### config.mk
export PLATFORM = sky130hd
export DESIGN_NAME = ex_div_flat
export DESIGN_NICKNAME = d
export VERILOG_FILES = /design/src/rtl/ex_div_pkg.sv /design/src/rtl/ex_div_if.sv /design/src/rtl/ex_div.sv /design/src/flat_wrapper.sv
export SDC_FILE = /design/constraint.sdc
export NUM_CORES = 1
export LEC_CHECK = 0
export BUFFER_PORTS_ARGS = -buffer_cell sky130_fd_sc_hd__buf_2
export CAP_MARGIN = 20
export CELL_PAD_IN_SITES_DETAIL_PLACEMENT = 1
export CELL_PAD_IN_SITES_GLOBAL_PLACEMENT = 1
export CORE_UTILIZATION = 47
export CTS_BUF_LIST = sky130_fd_sc_hd__clkbuf_8
export CTS_CLUSTER_DIAMETER = 50
export DETAILED_ROUTE_END_ITERATION = 7
export PLACE_DENSITY = 0.92
export SLEW_MARGIN = 30
export SYNTH_ARGS = -nofsm -noshare
export SYNTH_HDL_FRONTEND = slang
export SYNTH_SLANG_ARGS = --single-unit
### constraint.sdc
create_clock -name clk -period 4.61 [get_ports clk]
set_input_delay 0.461 -clock clk [delete_from_list [all_inputs] [get_ports clk]]
set_output_delay 0.461 -clock clk [all_outputs]
set_load 0.02 [all_outputs]
### src/rtl/ex_div_pkg.sv
// Shared constants and types for the EX-stage RV32M divider.
package ex_div_pkg;

  localparam int unsigned DIV_XLEN   = 32;
  localparam int unsigned DIV_ITER_W = 6;

  localparam logic [2:0] INST_DIV  = 3'b100;
  localparam logic [2:0] INST_DIVU = 3'b101;
  localparam logic [2:0] INST_REM  = 3'b110;
  localparam logic [2:0] INST_REMU = 3'b111;

  typedef enum logic [1:0] {
    DivIdle  = 2'd0,
    DivStart = 2'd1,
    DivCalc  = 2'd2,
    DivEnd   = 2'd3
  } div_state_e;

endpackage

### src/rtl/ex_div_if.sv
// Handshake and data bundle between the EX stage / ctrl and the divider.
interface ex_div_if #(
  parameter int unsigned XLEN = ex_div_pkg::DIV_XLEN
);
  logic            start_i;
  logic [2:0]      op_i;
  logic [XLEN-1:0] dividend_i;
  logic [XLEN-1:0] divisor_i;
  logic [4:0]      reg_wr_addr_i;
  logic            flush_i;
  logic            busy_o;
  logic            ready_o;
  logic [XLEN-1:0] result_o;
  logic [4:0]      reg_wr_addr_o;
  logic            reg_wr_en_o;

  modport master (
    output start_i, op_i, dividend_i, divisor_i, reg_wr_addr_i, flush_i,
    input  busy_o, ready_o, result_o, reg_wr_addr_o, reg_wr_en_o
  );

  modport slave (
    input  start_i, op_i, dividend_i, divisor_i, reg_wr_addr_i, flush_i,
    output busy_o, ready_o, result_o, reg_wr_addr_o, reg_wr_en_o
  );
endinterface

### src/rtl/ex_div.sv
// Radix-2 restoring divider for DIV/DIVU/REM/REMU; one quotient bit per cycle,
// writeback pulse registered on the edge that leaves the END state.
module ex_div
  import ex_div_pkg::*;
#(
  parameter int unsigned XLEN   = DIV_XLEN,
  parameter int unsigned ITER_W = DIV_ITER_W
) (
  input logic     clk,
  input logic     rst_n,
  ex_div_if.slave bus
);

  div_state_e        state_q, state_d;
  logic [2:0]        op_q, op_d;
  logic [4:0]        rd_q, rd_d;
  logic [4:0]        rd_out_q, rd_out_d;
  logic [XLEN-1:0]   dividend_q, dividend_d;
  logic [XLEN-1:0]   divisor_q, divisor_d;
  logic [XLEN-1:0]   quot_q, quot_d;
  logic [XLEN-1:0]   rem_q, rem_d;
  logic [XLEN-1:0]   result_q, result_d;
  logic [ITER_W-1:0] cnt_q, cnt_d;
  logic              quot_neg_q, quot_neg_d;
  logic              rem_neg_q, rem_neg_d;
  logic              ready_q, ready_d;

  logic            is_signed, is_rem, dvd_neg, dvs_neg;
  logic [XLEN:0]   shifted, diff;

  // funct3 bit 0 clear selects the signed variants, bit 1 selects remainder
  assign is_signed = ~op_q[0];
  assign is_rem    = op_q[1];
  assign dvd_neg   = is_signed & dividend_q[XLEN-1];
  assign dvs_neg   = is_signed & divisor_q[XLEN-1];

  assign shifted = {rem_q, quot_q[XLEN-1]};
  assign diff    = shifted - {1'b0, divisor_q};

  always_comb begin
    state_d    = state_q;
    op_d       = op_q;
    rd_d       = rd_q;
    rd_out_d   = rd_out_q;
    dividend_d = dividend_q;
    divisor_d  = divisor_q;
    quot_d     = quot_q;
    rem_d      = rem_q;
    result_d   = result_q;
    cnt_d      = cnt_q;
    quot_neg_d = quot_neg_q;
    rem_neg_d  = rem_neg_q;
    ready_d    = 1'b0;

    case (state_q)
      DivIdle: begin
        if (bus.start_i && !bus.flush_i) begin
          op_d       = bus.op_i;
          rd_d       = bus.reg_wr_addr_i;
          dividend_d = bus.dividend_i;
          divisor_d  = bus.divisor_i;
          state_d    = DivStart;
        end
      end
      DivStart: begin
        if (divisor_q == '0) begin
          state_d = DivEnd;
        end else begin
          quot_d     = dvd_neg ? -dividend_q : dividend_q;
          divisor_d  = dvs_neg ? -divisor_q : divisor_q;
          quot_neg_d = dvd_neg ^ dvs_neg;
          rem_neg_d  = dvd_neg;
          rem_d      = '0;
          cnt_d      = '0;
          state_d    = DivCalc;
        end
      end
      DivCalc: begin
        if (!diff[XLEN]) begin
          rem_d  = diff[XLEN-1:0];
          quot_d = {quot_q[XLEN-2:0], 1'b1};
        end else begin
          rem_d  = shifted[XLEN-1:0];
          quot_d = {quot_q[XLEN-2:0], 1'b0};
        end
        cnt_d = cnt_q + 1'b1;
        if (cnt_q == ITER_W'(XLEN - 1)) state_d = DivEnd;
      end
      DivEnd: begin
        ready_d  = 1'b1;
        rd_out_d = rd_q;
        state_d  = DivIdle;
        // divisor_q only stays zero when START took the divide-by-zero exit
        if (divisor_q == '0) begin
          result_d = is_rem ? dividend_q : '1;
        end else if (is_rem) begin
          result_d = rem_neg_q ? -rem_q : rem_q;
        end else begin
          result_d = quot_neg_q ? -quot_q : quot_q;
        end
      end
      default: state_d = DivIdle;
    endcase

    if (bus.flush_i && (state_q != DivIdle)) begin
      state_d  = DivIdle;
      ready_d  = 1'b0;
      result_d = result_q;
      rd_out_d = rd_out_q;
    end
  end

  always_ff @(posedge clk or negedge rst_n) begin
    if (!rst_n) begin
      state_q    <= DivIdle;
      op_q       <= '0;
      rd_q       <= '0;
      rd_out_q   <= '0;
      dividend_q <= '0;
      divisor_q  <= '0;
      quot_q     <= '0;
      rem_q      <= '0;
      result_q   <= '0;
      cnt_q      <= '0;
      quot_neg_q <= 1'b0;
      rem_neg_q  <= 1'b0;
      ready_q    <= 1'b0;
    end else begin
      state_q    <= state_d;
      op_q       <= op_d;
      rd_q       <= rd_d;
      rd_out_q   <= rd_out_d;
      dividend_q <= dividend_d;
      divisor_q  <= divisor_d;
      quot_q     <= quot_d;
      rem_q      <= rem_d;
      result_q   <= result_d;
      cnt_q      <= cnt_d;
      quot_neg_q <= quot_neg_d;
      rem_neg_q  <= rem_neg_d;
      ready_q    <= ready_d;
    end
  end

  assign bus.busy_o        = bus.start_i | (state_q == DivStart) | (state_q == DivCalc);
  assign bus.ready_o       = ready_q;
  assign bus.reg_wr_en_o   = ready_q;
  assign bus.result_o      = result_q;
  assign bus.reg_wr_addr_o = rd_out_q;

endmodule
### src/flat_wrapper.sv
// flat-port wrapper written by rule: the top's interface ports become plain ports
module ex_div_flat import ex_div_pkg::*;
#(
  parameter int unsigned XLEN   = DIV_XLEN,
  parameter int unsigned ITER_W = DIV_ITER_W
)
  (clk, rst_n, bus_start_i, bus_op_i, bus_dividend_i, bus_divisor_i, bus_reg_wr_addr_i, bus_flush_i, bus_busy_o, bus_ready_o, bus_result_o, bus_reg_wr_addr_o, bus_reg_wr_en_o);
  ex_div_if #(.XLEN(XLEN)) bus_i ();
  input logic clk;
  input logic rst_n;
  input wire logic [$bits(bus_i.start_i)-1:0] bus_start_i;
  input wire logic [$bits(bus_i.op_i)-1:0] bus_op_i;
  input wire logic [$bits(bus_i.dividend_i)-1:0] bus_dividend_i;
  input wire logic [$bits(bus_i.divisor_i)-1:0] bus_divisor_i;
  input wire logic [$bits(bus_i.reg_wr_addr_i)-1:0] bus_reg_wr_addr_i;
  input wire logic [$bits(bus_i.flush_i)-1:0] bus_flush_i;
  output wire logic [$bits(bus_i.busy_o)-1:0] bus_busy_o;
  output wire logic [$bits(bus_i.ready_o)-1:0] bus_ready_o;
  output wire logic [$bits(bus_i.result_o)-1:0] bus_result_o;
  output wire logic [$bits(bus_i.reg_wr_addr_o)-1:0] bus_reg_wr_addr_o;
  output wire logic [$bits(bus_i.reg_wr_en_o)-1:0] bus_reg_wr_en_o;
  assign bus_i.start_i = bus_start_i;
  assign bus_i.op_i = bus_op_i;
  assign bus_i.dividend_i = bus_dividend_i;
  assign bus_i.divisor_i = bus_divisor_i;
  assign bus_i.reg_wr_addr_i = bus_reg_wr_addr_i;
  assign bus_i.flush_i = bus_flush_i;
  assign bus_busy_o = bus_i.busy_o;
  assign bus_ready_o = bus_i.ready_o;
  assign bus_result_o = bus_i.result_o;
  assign bus_reg_wr_addr_o = bus_i.reg_wr_addr_o;
  assign bus_reg_wr_en_o = bus_i.reg_wr_en_o;
  ex_div #(.XLEN(XLEN), .ITER_W(ITER_W)) u_core (.clk(clk), .rst_n(rst_n), .bus(bus_i));
endmodule
# Yosys cells after proc, flatten, opt, wreduce, memory -nomap -nowiden
# Cells that the tools add are included.
# W data, S select, Z words.
[totals]
register_bits = 183
in_bits = 76
wordCells = 75
[classes]
add_sub_neg = 6
n_eq_ne = 9
n_mux = 25
bitwise_logic = 8
reduce_logical = 14
[ops]
columns = ["operator", "n"]
rows = [
  ["$mux W32", 12],
  ["$pmux W32 S2", 3],
  ["$neg A32 Y32", 4],
  ["$sub A33 B32 Y33", 1],
  ["$logic_not A32 Y1", 1],
  ["$pmux W6 S2", 1],
  ["$reduce_and A2 Y1", 5],
  ["$pmux W2 S4", 1],
  ["$add A6 B1 Y6 const B", 1],
  ["$eq A6 B5 Y1 const B", 1],
  ["$mux W2", 3],
  ["$mux W6", 1],
  ["$ne A3 B1 Y1 const B", 2],
  ["$reduce_bool A2 Y1", 3],
  ["$eq A2 B2 Y1 const B", 2],
  ["$mux W1", 4],
  ["$ne A2 B1 Y1 const B", 2],
  ["$reduce_and A4 Y1", 1],
  ["$not A1 Y1", 3],
  ["$and A1 B1 Y1", 2],
  ["$eq A2 B1 Y1 const B", 1],
  ["$logic_and A1 B1 Y1", 2],
  ["$logic_not A2 Y1", 1],
  ["$ne A2 B2 Y1 const B", 1],
  ["3 further kinds", 4],
]

# Depth between registers and ports, before layout
# Gate-level depths: netlist (run 1).
[depth]
ltp_word = 5
ltp_mapped = 14

# Worst setup path before layout (run 1)
# Ideal clock, no wire load.
[synth_path]
path_type = "reg2reg"
from = "register u_core.quot_q[31]"
to = "register u_core.rem_q[23]"
arrival_ns = 3.075
required_ns = 4.475
setup_slack_ns = 1.401
stages_incl_launch_ff = 14
n_path_buf = 1
cell_sequence = "dfrtp_1 -> inv_1 -> ha_1 -> fa_1 -> nor2b_1 -> o31ai_1 -> a21oi_1 -> a41oi_1 -> o31ai_1 -> a41oi_1 -> xnor2_2 -> buf_2 -> mux2i_1 -> o21ai_0"
[synth_between]
elab_chain_len = 3
[synth_rtl]
columns = ["element", "line_no", "text"]
rows = [
  ["from (decl)", "ex_div.sv:20", "logic [XLEN-1:0] quot_q, quot_d;"],
  ["from (signal assigned)", "ex_div.sv:135", "quot_q <= quot_d;"],
  ["$sub A33 B32 Y33", "ex_div.sv:38", "assign diff = shifted - {1'b0, divisor_q};"],
  ["$mux W32", "ex_div.sv:79", "if (!diff[XLEN]) begin"],
  ["$pmux W32 S2", "ex_div.sv:55", "case (state_q)"],
  ["to (signal assigned)", "ex_div.sv:136", "rem_q <= rem_d;"],
  ["to (decl)", "ex_div.sv:21", "logic [XLEN-1:0] rem_q, rem_d;"],
]
# No other way between the ends.
# A chain may end at the register's enable or synchronous reset.

# Worst setup path in the final report (run 1)
[layout_path]
from = "register u_core.quot_q[31]"
to = "register u_core.rem_q[4]"
# The elaborated chain is that of the path after synthesis.

==> results of run 1 <==
report_power, final:
| part | internal (mW) | switching (mW) | total, mW |
|---|---|---|---|
| registers | 2.23 | 0.905 | 3.13 |
| clock network | 0.407 | 0.727 | 1.13 |
| logic | 1.75 | 3.03 | 4.78 |
| total | 4.39 | 4.66 | 9.05 |
sequential cells by signal (all words and copies together), names as in the netlist:
| register | count |
|---|---|
| u_core.divisor_q | 32 |
| u_core.quot_q | 32 |
| u_core.rd_q | 5 |
| u_core.bus.ready_o | 1 |
| u_core.rem_neg_q | 1 |
| u_core.bus.result_o | 32 |
| u_core.rem_q | 32 |
| u_core.cnt_q | 6 |
| u_core.dividend_q | 32 |
| u_core.state_q | 2 |
| u_core.op_q | 2 |
| u_core.quot_neg_q | 1 |
| u_core.bus.reg_wr_addr_o | 5 |
cell families (layout without fill, tap and decap cells):
group | count (synthesis) | in the layout | share of synthesized area (%)
AOI/OAI and AO/OA | 485 | 485 | 23.23
xor gates and xnor gates | 113 | 113 | 7.975
adders and majority gates | 42 | 42 | 4.263
buffers and inverters | 130 | 217 | 4.163
DFF | 183 | 183 | 36.62
muxes | 68 | 68 | 5.843
and+or+nand+nor | 480 | 480 | 17.90
cell usage after synthesis, types with 12 or more instances:
library cell	count
sky130_fd_sc_hd__a21o_1	18
sky130_fd_sc_hd__a21oi_1	147
sky130_fd_sc_hd__buf_2	14
sky130_fd_sc_hd__clkbuf_1	53
sky130_fd_sc_hd__dfrtp_1	183
sky130_fd_sc_hd__ha_1	41
sky130_fd_sc_hd__inv_1	50
sky130_fd_sc_hd__mux2_2	40
sky130_fd_sc_hd__mux2i_1	28
sky130_fd_sc_hd__nand2_1	224
sky130_fd_sc_hd__nand3_1	33
sky130_fd_sc_hd__nand3b_1	12
sky130_fd_sc_hd__nor2_1	90
sky130_fd_sc_hd__nor3_1	22
sky130_fd_sc_hd__nor4_1	12
sky130_fd_sc_hd__o21ai_0	146
sky130_fd_sc_hd__o21ai_1	32
sky130_fd_sc_hd__o22ai_1	26
sky130_fd_sc_hd__o31ai_1	27
sky130_fd_sc_hd__or3_1	21
sky130_fd_sc_hd__or4_1	13
sky130_fd_sc_hd__xnor2_1	54
sky130_fd_sc_hd__xor2_1	58
critical path, stage by stage (launching register included):
cell and delay (ns):
sky130_fd_sc_hd__dfrtp_1 0.41, sky130_fd_sc_hd__inv_1 0.10, sky130_fd_sc_hd__ha_1 0.24, sky130_fd_sc_hd__fa_1 0.42
sky130_fd_sc_hd__nor2b_1 0.18, sky130_fd_sc_hd__o31ai_1 0.11, sky130_fd_sc_hd__a21oi_1 0.32, sky130_fd_sc_hd__a41oi_1 0.29
sky130_fd_sc_hd__o31ai_2 0.46, sky130_fd_sc_hd__a41oi_1 0.31, sky130_fd_sc_hd__xnor2_4 0.51, sky130_fd_sc_hd__buf_4 0.33
sky130_fd_sc_hd__mux2i_1 0.24, sky130_fd_sc_hd__o21ai_0 0.13
cell usage in the layout (no fill, tap or decap), types with 4 or more instances in the layout:
cell type and n:
sky130_fd_sc_hd__a21oi_1 146, sky130_fd_sc_hd__and2_1 6, sky130_fd_sc_hd__a22o_1 9, sky130_fd_sc_hd__nand2_2 4, sky130_fd_sc_hd__mux2i_1 28, sky130_fd_sc_hd__a221oi_1 9, sky130_fd_sc_hd__o41ai_1 7, sky130_fd_sc_hd__buf_4 19
sky130_fd_sc_hd__nand3_1 33, sky130_fd_sc_hd__nor2_1 90, sky130_fd_sc_hd__xor2_1 58, sky130_fd_sc_hd__ha_1 39, sky130_fd_sc_hd__o31ai_1 26, sky130_fd_sc_hd__a211oi_1 7, sky130_fd_sc_hd__nor2b_1 9, sky130_fd_sc_hd__nor3_1 22
sky130_fd_sc_hd__a21o_1 18, sky130_fd_sc_hd__nor4_1 12, sky130_fd_sc_hd__dfrtp_1 180, sky130_fd_sc_hd__nand3b_1 12, sky130_fd_sc_hd__or4_1 13, sky130_fd_sc_hd__nand4_1 4, sky130_fd_sc_hd__inv_1 50, sky130_fd_sc_hd__nand2_1 223
sky130_fd_sc_hd__or3_1 21, sky130_fd_sc_hd__o21ai_0 146, sky130_fd_sc_hd__o211ai_1 8, sky130_fd_sc_hd__xnor2_1 54, sky130_fd_sc_hd__o21a_1 9, sky130_fd_sc_hd__a31oi_1 4, sky130_fd_sc_hd__nand2b_1 10, sky130_fd_sc_hd__buf_2 113
sky130_fd_sc_hd__nor3b_1 4, sky130_fd_sc_hd__clkbuf_8 17, sky130_fd_sc_hd__o22ai_1 26, sky130_fd_sc_hd__mux2_2 40, sky130_fd_sc_hd__o21ai_1 32, sky130_fd_sc_hd__inv_8 4
path summary, 6_finish.rpt:
check	startpoint	slack [ns]	cells past startpoint	end
setup / recovery	u_core.quot_q[31]	0.39	13	u_core.rem_q[4]
hold / removal	bus_dividend_i[26]	0.18	2	u_core.dividend_q[26]
setup reg to reg	u_core.quot_q[31]	0.39	13	u_core.rem_q[4]
hold reg to reg	u_core.rd_q[2]	0.48	2	u_core.bus.reg_wr_addr_o[2]
max in group asynchronous	rst_n	2.94	4	u_core.quot_neg_q
min in group asynchronous	rst_n	0.41	2	u_core.bus.result_o[8]
metal layers:
layer  up-vias  share of wire (%)
met3       141                4.6
met1      6099                 40
met4         2                4.7
li1       5511                  -
met2       379                 50
met5         -              0.024
metrics by stage:
| step | cells | area, um2 | util [%] | hold WS [ns] |
|---|---|---|---|---|
| after detailed placement | 1889 | 13350 | 51.24 | 0.4580 |
| after global placement | 1889 | 13350 | 51.24 | 0.4380 |
| after floorplan | 1501 | 12500 | - | 0.1654 |
| final | 1923 | 13790 | 52.93 | 0.1815 |
| after CTS | 1921 | 13750 | 52.75 | 0.1654 |
| after global routing | 1923 | 13790 | 52.93 | 0.1642 |
area by class of cell:
cell class                      count  area share (%)
Multi-Input combinational cell   1188           54.00
Sequential cell                   183           33.23
Timing Repair Buffer              135           5.516
Tap cell                          335           3.039
Clock buffer                       17           1.696
Inverter                           50           1.361
Clock inverter                     15           1.161
what timing repair did:
item                                    in CTS  in global routing
endpoints found under the setup margin       0                  6
gates resized for setup                      0                  1
hold endpoints to repair                     0                 35
hold buffers                                 0                  1
==> impl_metrics.tcl, run 1 <==
set metrics [dict create \
    outcome "complete, no violations" \
    synth_top_area_share_pct 36.62 \
    die_w_um 165.1 \
    number_of_synthesized_flops_with_an_enable_pin 0 \
    final_layout_size_suffix_gt1_share_pct 14.92 \
    relSlewSlack_pct 34.51 \
    clk_pin_slew_ns 0.12 \
    setup_viols_final 0 \
    ys_top_cells_by_area "sky130_fd_sc_hd__dfrtp_1 (37%), sky130_fd_sc_hd__nand2_1 (6.7%), sky130_fd_sc_hd__a21oi_1 (5.9%)" \
    total_area_of_multi_input_combinational_cells_mm2 0.007447 \
    detail_route.wl_per_cell_um 21.60 \
    floorplan.io_pins 116 \
    cts.repair_timing.setup_buffer_count 0 \
    required_ns 4.94 \
    worstPathArrival_ns 4.56 \
    p_leak_nw 6.022 \
    fill_cells 3174 \
    placement_rows 59 \
    timing.critical_path.from_type "register" \
    grt_first_pass_wirelength_um 65760 \
    final_wl_um 41530 \
    cts_h_tree_depth 4 \
    detail_route.iter0.violations 955 \
    yosys.area.top_type "sky130_fd_sc_hd__dfrtp_1" \
    post_synth_inst_count 1501 \
    globalRoute.totalOverflow 0 \
    hold_violations 0 \
    yosysWarnings 0 \
    setup.worst_path.end_class "register" \
    drc 0 \
    cts-buffers-inserted 17 \
    setup.worst_path.class "register to register" \
    num-nets-final 1693 \
    global_route.usage.met3_pct 4.446 \
    met2_usage_pct 52.62 \
    die_area_mm2 0.02726 \
    final-max-slew-violation-count 0 \
    mappedNetlistNets 1619 \
    fin_worst_skew_ns 0.01897 \
    sequential_cell_area_fraction_in_the_yosys_report_pct 36.62 \
    area_added_between_synthesis_and_finish_pct 10.30 \
    worstSkewPairLatency_ns 0.50 \
    drt_first_pass_iters 7 \
    post_synth_instance_area_mm2 0.01250 \
    layout_worst_path_cycle_share_pct 91.63 \
    finalWeightedCongestion 0.9198 \
    grtUsageTotal_pct 30.80 \
    synth.ff_latch_count 183 \
    type_of_the_tightest_min_delay_check "primary input to register" \
    num_vias 12132 \
    global_route.peak_usage_layer "met2" \
    tritoncts "done" \
    io_buffers 114 \
    cts.path.max_buffers 2 \
    share_of_synthesized_registers_carrying_an_async_set_or_reset_pct 100.0 \
    dp_worst_setup_slack_ns 0.3653 \
    worst_slack_ns 0.3857 \
    final.setup.tns_ns 0 \
    crit_path_max_fanout 14 \
    n_antenna_cell 0 \
    max-cap-violations 0 \
    post-layout-total-power_mw 9.047 \
    die_h_um 165.1 \
    rsz_0062_raised_after_global_routing "false" \
    antenna_found_initial 1 \
    vias_per_cell 6.309 \
    grt_start_max_net_pins 121 \
    count_of_different_cell_masters_after_synthesis 78 \
    max_clock_freq_mhz 236.7 \
    cts-root-buf "sky130_fd_sc_hd__clkbuf_8" \
    met1_usage_pct 37.08 \
    grt_pass1_vias 12456 \
    coreArea_mm2 0.02606 \
    synth_area_per_cell_um2 8.331 \
    tritoncts_num_sinks 183 \
    max-vdd-ir-drop_mv 0.3794 \
    drtAntennaViolNets 0 \
    most_used_flip_flop_cell_after_synthesis "sky130_fd_sc_hd__dfrtp_1" \
    pwr_density_cell_mw_per_mm2 656.0 \
    seq_area_mm2 0.004583 \
    finalCriticalPeriod_ns 4.224 \
    dp.final_hpwl_um 29060 \
    initial_util_pct 47.99 \
    worstMarginPinSlew_ns 0.9818 \
]
Note: power is estimated with default switching activity, not from simulation.
==> inputs of run 2 (changes only) <==
==> constraint.sdc (replaced) <==
create_clock -name clk -period 4.61 [get_ports clk]
set_input_delay 0.2305 -clock clk [delete_from_list [all_inputs] [get_ports clk]]
set_output_delay 0.2305 -clock clk [all_outputs]
set_load 0.02 [all_outputs]
==> run 2 against run 1 <==
Worst hold slack worse by 0.16 ns. Clock-buffer cell count up 1. Utilization up 1.8 points. Largest cell class unchanged. Non-clock buffer count up 39. Register-to-register slack worse by 0.11 ns. Setup slack worse by 0.11 ns.
==> impl_metrics.tcl, run 2 (synthesis results as in run 1) <==
set metrics [dict create \
    floorplan.io_pins 116 \
    tritoncts "done" \
    initial_util_pct 47.99 \
    max_clock_freq_mhz 230.6 \
    tritoncts_num_sinks 183 \
    power.sequential.fraction_pct 33.5 \
    drtAntennaViolNets 0 \
    comb_power_share_pct 52.3 \
    hold_path_depth 2 \
    num_vias 12365 \
    crit_path_max_fanout 12 \
    cts_h_tree_depth 4 \
    timing.critical_path.from_type "register" \
    outcome "complete, no violations" \
    dp_worst_setup_slack_ns 0.5001 \
    cts-root-buf "sky130_fd_sc_hd__clkbuf_8" \
    timing.rr.start "u_core.quot_q[31]" \
    worstMarginPinSlew_ns 1.007 \
    grt_first_pass_wirelength_um 68020 \
    drc 0 \
    die_h_um 165.1 \
    worstPathArrival_ns 4.66 \
    crit-reg2reg-capture "u_core.rem_q[12]" \
    io_buffers 114 \
    grtUsageTotal_pct 32.22 \
    type_of_the_tightest_min_delay_check "primary input to register" \
    part_of_the_power_in_the_clock_network_pct 14.2 \
    n_antenna_cell 0 \
    grt_pass1_vias 12648 \
    clk_pin_slew_ns 0.11 \
    detail_route.iter0.violations 1022 \
    relSlewSlack_pct 32.86 \
    finalCriticalPeriod_ns 4.336 \
    placement_rows 59 \
    whs_ns 0.01904 \
    commonest_non_fill_non_tap_cells_in_the_layout "sky130_fd_sc_hd__nand2_1 (223), sky130_fd_sc_hd__dfrtp_1 (180), sky130_fd_sc_hd__a21oi_1 (146), sky130_fd_sc_hd__o21ai_0 (146), sky130_fd_sc_hd__buf_2 (113)" \
    hold_violations 0 \
    drt_first_pass_iters 5 \
    rsz_0062_raised_after_global_routing "false" \
    p_leak_nw 6.232 \
    layout_worst_path_cycle_share_pct 94.06 \
    final-max-slew-violation-count 0 \
    die_area_mm2 0.02726 \
    final_layout_size_suffix_gt1_share_pct 14.38 \
    fin_worst_skew_ns 0.03105 \
    cts-buffers-inserted 17 \
    place.detailed.instances 1889 \
    finish.cell_count_without_fillers 1962 \
    launching_element_of_the_worst_setup_path "u_core.quot_q[31]" \
    worstSkewPairLatency_ns 0.50 \
    dp.final_hpwl_um 28190 \
    num-nets-final 1732 \
    cts_resized 0 \
    cts.path.max_buffers 2 \
    setup.reg_to_reg.worst_slack_ns 0.27 \
    max-cap-violations 0 \
    max-vdd-ir-drop_mv 0.3938 \
    switching_share_pct 50.18 \
    min_from "bus_reg_wr_addr_i[0]" \
    setup.worst_path.end_class "register" \
    setup_viols_final 0 \
    pwr_density_cell_mw_per_mm2 659.2 \
    area_added_between_synthesis_and_finish_pct 14.07 \
    reg2regPathDepth 13 \
    p_sw_mw 4.718 \
    grt_start_max_net_pins 109 \
    holdPathEnd "u_core.rd_q[0]" \
    antenna_found_initial 0 \
    final_wl_um 43210 \
    die_w_um 165.1 \
    internal_power_contribution_mw 4.685 \
    vias_per_cell 6.302 \
    worst_slack_ns 0.2741 \
    required_ns 4.93 \
    finalWeightedCongestion 0.9104 \
    final.setup.tns_ns 0 \
    setup.worst_path.class "register to register" \
    mostFrequentLayoutCell "sky130_fd_sc_hd__nand2_1" \
    coreArea_mm2 0.02606 \
    detail_route.wl_per_cell_um 22.02 \
    final_core_util_pct 54.74 \
    globalRoute.totalOverflow 0 \
]
-- run 2: changes by cell type in the layout (fill, tap and decap cells not counted), sizes merged --
cell and change:
dlygate4sd3 +40, bufinv +4, clkinv -3, clkinvlp -2, buf -1, clkbuf +1
-- run 2: layout make-up --
class,instances,area [um2]
flip-flops and latches,183,4583
clock buffers,18,247.7
inverters,50,187.7
well taps,335,419.2
multi-input cells,1188,7442
repair buffers,174,1174
clock inverters,14,210.2
fillers,3145,11800
-- run 2: worst max-delay path by stage --
| stage | endpoint | slack [ns] |
|---|---|---|
| floorplan | u_core.rem_q[23] | 1.40 |
| detailed placement | u_core.rem_q[16] | 0.50 |
| global placement | u_core.rem_q[19] | 0.74 |
| global route | u_core.rem_q[12] | 0.02 |
| finish | u_core.rem_q[12] | 0.27 |
| CTS | u_core.rem_q[16] | 0.46 |
-- run 2: per-layer routing --
layer / up-vias / track usage, % / part of all wire (%)
met2: 456 / 55.19 / 50
met5: - / 0 / 0
met4: 0 / 17.97 / 4.7
met3: 140 / 3.871 / 4.8
li1: 5564 / - / -
met1: 6205 / 39.23 / 41
-- run 2: timing repair --
item	CTS	global route
endpoints found under the setup margin	0	0
setup buffers	0	0
hold endpoints to repair	146	0
hold buffers	41	0
-- run 2: power groups by stage --
stage          Clock, mW  Sequential, mW  Combinational, mW
3_3_place_gp           0            3.04               4.37
6_report            1.33            3.15               4.92
2_1_floorplan          0            2.94               3.31
5_1_grt             1.39            3.21               5.38
3_5_place_dp           0            3.10               4.68
4_1_cts             1.32            3.09               4.81
-- run 2: worst max-delay path: stages, from the launching register on --
cell,delay [ns]
sky130_fd_sc_hd__dfrtp_1,0.40
sky130_fd_sc_hd__inv_1,0.09
sky130_fd_sc_hd__ha_1,0.24
sky130_fd_sc_hd__fa_1,0.44
sky130_fd_sc_hd__nor2b_1,0.19
sky130_fd_sc_hd__o31ai_1,0.11
sky130_fd_sc_hd__a21oi_1,0.31
sky130_fd_sc_hd__a41oi_1,0.31
sky130_fd_sc_hd__o31ai_1,0.59
sky130_fd_sc_hd__a41oi_1,0.32
sky130_fd_sc_hd__xnor2_4,0.41
sky130_fd_sc_hd__buf_4,0.31
sky130_fd_sc_hd__mux2i_1,0.28
sky130_fd_sc_hd__o21ai_0,0.16
-- run 2: through the flow --
| step | instance area [um2] | total power [mW] |
|---|---|---|
| final | 14260 | 9.402 |
| after global routing | 14260 | 9.978 |
| after CTS | 14260 | 9.211 |
| after global placement | 13350 | 7.411 |
| after floorplan | 12500 | 6.252 |
| after detailed placement | 13390 | 7.782 |
==> inputs of run 3 (changes only) <==
--- a/config.mk
+++ b/config.mk
@@ -13,7 +13,7 @@
 export CTS_BUF_LIST = sky130_fd_sc_hd__clkbuf_8
 export CTS_CLUSTER_DIAMETER = 50
 export DETAILED_ROUTE_END_ITERATION = 7
-export PLACE_DENSITY = 0.92
+export PLACE_DENSITY_LB_ADDON = 0.08
 export SLEW_MARGIN = 30
 export SYNTH_ARGS = -nofsm -noshare
 export SYNTH_HDL_FRONTEND = slang
==> run 3 against run 2 <==
Clock-buffer cell count stayed put. Clock skew is 0.0074 ns lower. Sequential share of layout area hardly changed. First-iteration DRC count is 26% lower. Utilization is 0.091 points lower. Die area stayed put. Critical path type unchanged. Largest cell class unchanged. Highest routed layer unchanged.
==> impl_metrics.tcl, run 3 (synthesis results as in run 1) <==
set metrics [dict create \
    outcome "complete, no violations" \
    clk_pin_slew_ns 0.12 \
    setup.worst_path.class "register to register" \
    die_h_um 165.1 \
    final_core_util_pct 54.65 \
    whs_ns 0.03179 \
    coreArea_mm2 0.02606 \
    worstSkewPairLatency_ns 0.49 \
    required_ns 4.94 \
    final_layout_size_suffix_gt1_share_pct 14.36 \
    io_buffers 114 \
    die_w_um 165.1 \
    pwr_density_cell_mw_per_mm2 626.3 \
    max-cap-violations 0 \
    initial_util_pct 47.99 \
    type_of_the_tightest_min_delay_check "primary input to register" \
    tritoncts "done" \
    area_added_between_synthesis_and_finish_pct 13.88 \
    grt_pass1_vias 11761 \
    timing.critical_path.from_type "register" \
    setup_viols_final 0 \
    max-vdd-ir-drop_mv 0.5603 \
    cp_cell_sequence "inv_1 > ha_1 > fa_1 > nor2b_1 > o31ai_1 > a21oi_1 > a41oi_1 > o31ai_1 > buf_4 > a41oi_1 > xnor2_4 > buf_4 > mux2i_1 > o21ai_0" \
    detail_route.iter0.violations 752 \
    crit_path_max_fanout 14 \
    detail_route.wl_per_cell_um 19.71 \
    cts.path.max_buffers 2 \
    final-max-slew-violation-count 0 \
    final.setup.tns_ns 0 \
    cts_h_tree_depth 4 \
    drtAntennaViolNets 0 \
    finish.cell_count_without_fillers 1966 \
    global_route.peak_usage_layer "met2" \
    drt_first_pass_iters 5 \
    tritoncts_num_sinks 183 \
    hold_violations 0 \
    fin_worst_skew_ns 0.02361 \
    finalWeightedCongestion 0.8636 \
    cts-root-buf "sky130_fd_sc_hd__clkbuf_8" \
    placement_rows 59 \
    grt_start_max_net_pins 102 \
    layout_worst_path_cycle_share_pct 88.98 \
    cpMaxStageDelayCell "sky130_fd_sc_hd__xnor2_4" \
    post-layout-total-power_mw 8.918 \
    met2_usage_pct 50.70 \
    die_area_mm2 0.02726 \
    worstPathArrival_ns 4.43 \
    max_clock_freq_mhz 243.8 \
    mostFrequentLayoutCell "sky130_fd_sc_hd__nand2_1" \
    grt_first_pass_wirelength_um 62540 \
    globalRoute.totalOverflow 0 \
    worstMarginPinSlew_ns 0.9428 \
    num_vias 11731 \
    final_wl_um 38740 \
    cts.repair_timing.setup_buffer_count 0 \
    vias_per_cell 5.967 \
    place.detailed.instances 1890 \
    dp.final_hpwl_um 27670 \
    relSlewSlack_pct 37.15 \
    cts-buffers-inserted 17 \
    floorplan.io_pins 116 \
    met1_usage_pct 38.69 \
    rsz_0062_raised_after_global_routing "false" \
    setup.worst_path.end_class "register" \
    drc 0 \
    p_leak_nw 6.225 \
    grtUsageTotal_pct 29.28 \
    max_stage_delay_ns 0.50 \
    num-nets-final 1735 \
    finalCriticalPeriod_ns 4.102 \
    commonest_non_fill_non_tap_cells_in_the_layout "sky130_fd_sc_hd__nand2_1 (223), sky130_fd_sc_hd__dfrtp_1 (182), sky130_fd_sc_hd__a21oi_1 (146), sky130_fd_sc_hd__o21ai_0 (146), sky130_fd_sc_hd__buf_2 (113)" \
    global_route.usage.met3_pct 3.372 \
    antenna_found_initial 0 \
    cts_resized 0 \
]
-- run 3: changes by cell type in the layout (fill, tap and decap cells not counted), moves of 2 or more --
cell | previous run | this run
sky130_fd_sc_hd__buf_4 | 16 | 19
sky130_fd_sc_hd__bufinv_16 | 4 | 1
sky130_fd_sc_hd__clkinv_4 | 1 | 4
sky130_fd_sc_hd__dfrtp_2 | 3 | 1
sky130_fd_sc_hd__dfrtp_1 | 180 | 182
sky130_fd_sc_hd__buf_8 | 2 | 0
sky130_fd_sc_hd__clkinv_8 | 0 | 2
-- run 3: cell type report --
| type | count | area (um2) |
|---|---|---|
| inverters | 50 | 187.7 |
| clock buffers | 18 | 247.7 |
| multi-input cells | 1188 | 7452 |
| well taps | 335 | 419.2 |
| diodes | 1 | 2.502 |
| repair buffers | 177 | 1190 |
| fillers | 3160 | 11820 |
| clock inverters | 14 | 160.2 |
| flip-flops and latches | 183 | 4581 |
-- run 3: critical path, delay by kind of cell (launching register included) --
family,cells,cell delay (ns)
buf+inv,3,0.58
mux,1,0.21
simple gates,1,0.19
flops,1,0.38
fa+ha+maj,2,0.64
xor+xnor,1,0.50
compound gates,6,1.44
-- run 3: path summary, 6_finish.rpt --
check                                  start                     endpoint  slack (ns)  cells after the start
max reg2reg                u_core.quot_q[31]             u_core.rem_q[11]        0.51                     14
min                        bus_divisor_i[23]         u_core.divisor_q[23]        0.03                      3
max                        u_core.quot_q[31]             u_core.rem_q[11]        0.51                     14
max in group asynchronous              rst_n            u_core.quot_q[21]        3.14                      4
min reg2reg                   u_core.rd_q[1]  u_core.bus.reg_wr_addr_o[1]        0.47                      2
min in group asynchronous              rst_n        u_core.dividend_q[10]        0.19                      2
-- run 3: timing repair --
action | CTS | global route
endpoints found under the hold margin | 140 | 0
setup endpoints to repair | 0 | 0
hold buffers | 42 | 0
-- run 3: metal layers --
metal	wire, um	vias up
met5	0	-
met4	691	0
met3	1224	48
met2	19380	221
met1	17450	5880
li1	-	5582
-- run 3: per-stage QoR --
| step | cell area (um2) | setup slack (ns) |
|---|---|---|
| after floorplan | 12500 | 1.401 |
| after global placement | 13380 | 0.7648 |
| after detailed placement | 13380 | 0.5481 |
| after CTS | 14210 | 0.5123 |
| after global routing | 14240 | 0.2689 |
| final | 14240 | 0.5078 |
-- run 3: power by group --
group | total (mW) | internal [mW] | switching (mW)
Sequential | 3.05 | 2.23 | 0.822
Clock | 1.17 | 0.468 | 0.699
Combinational | 4.70 | 1.80 | 2.90
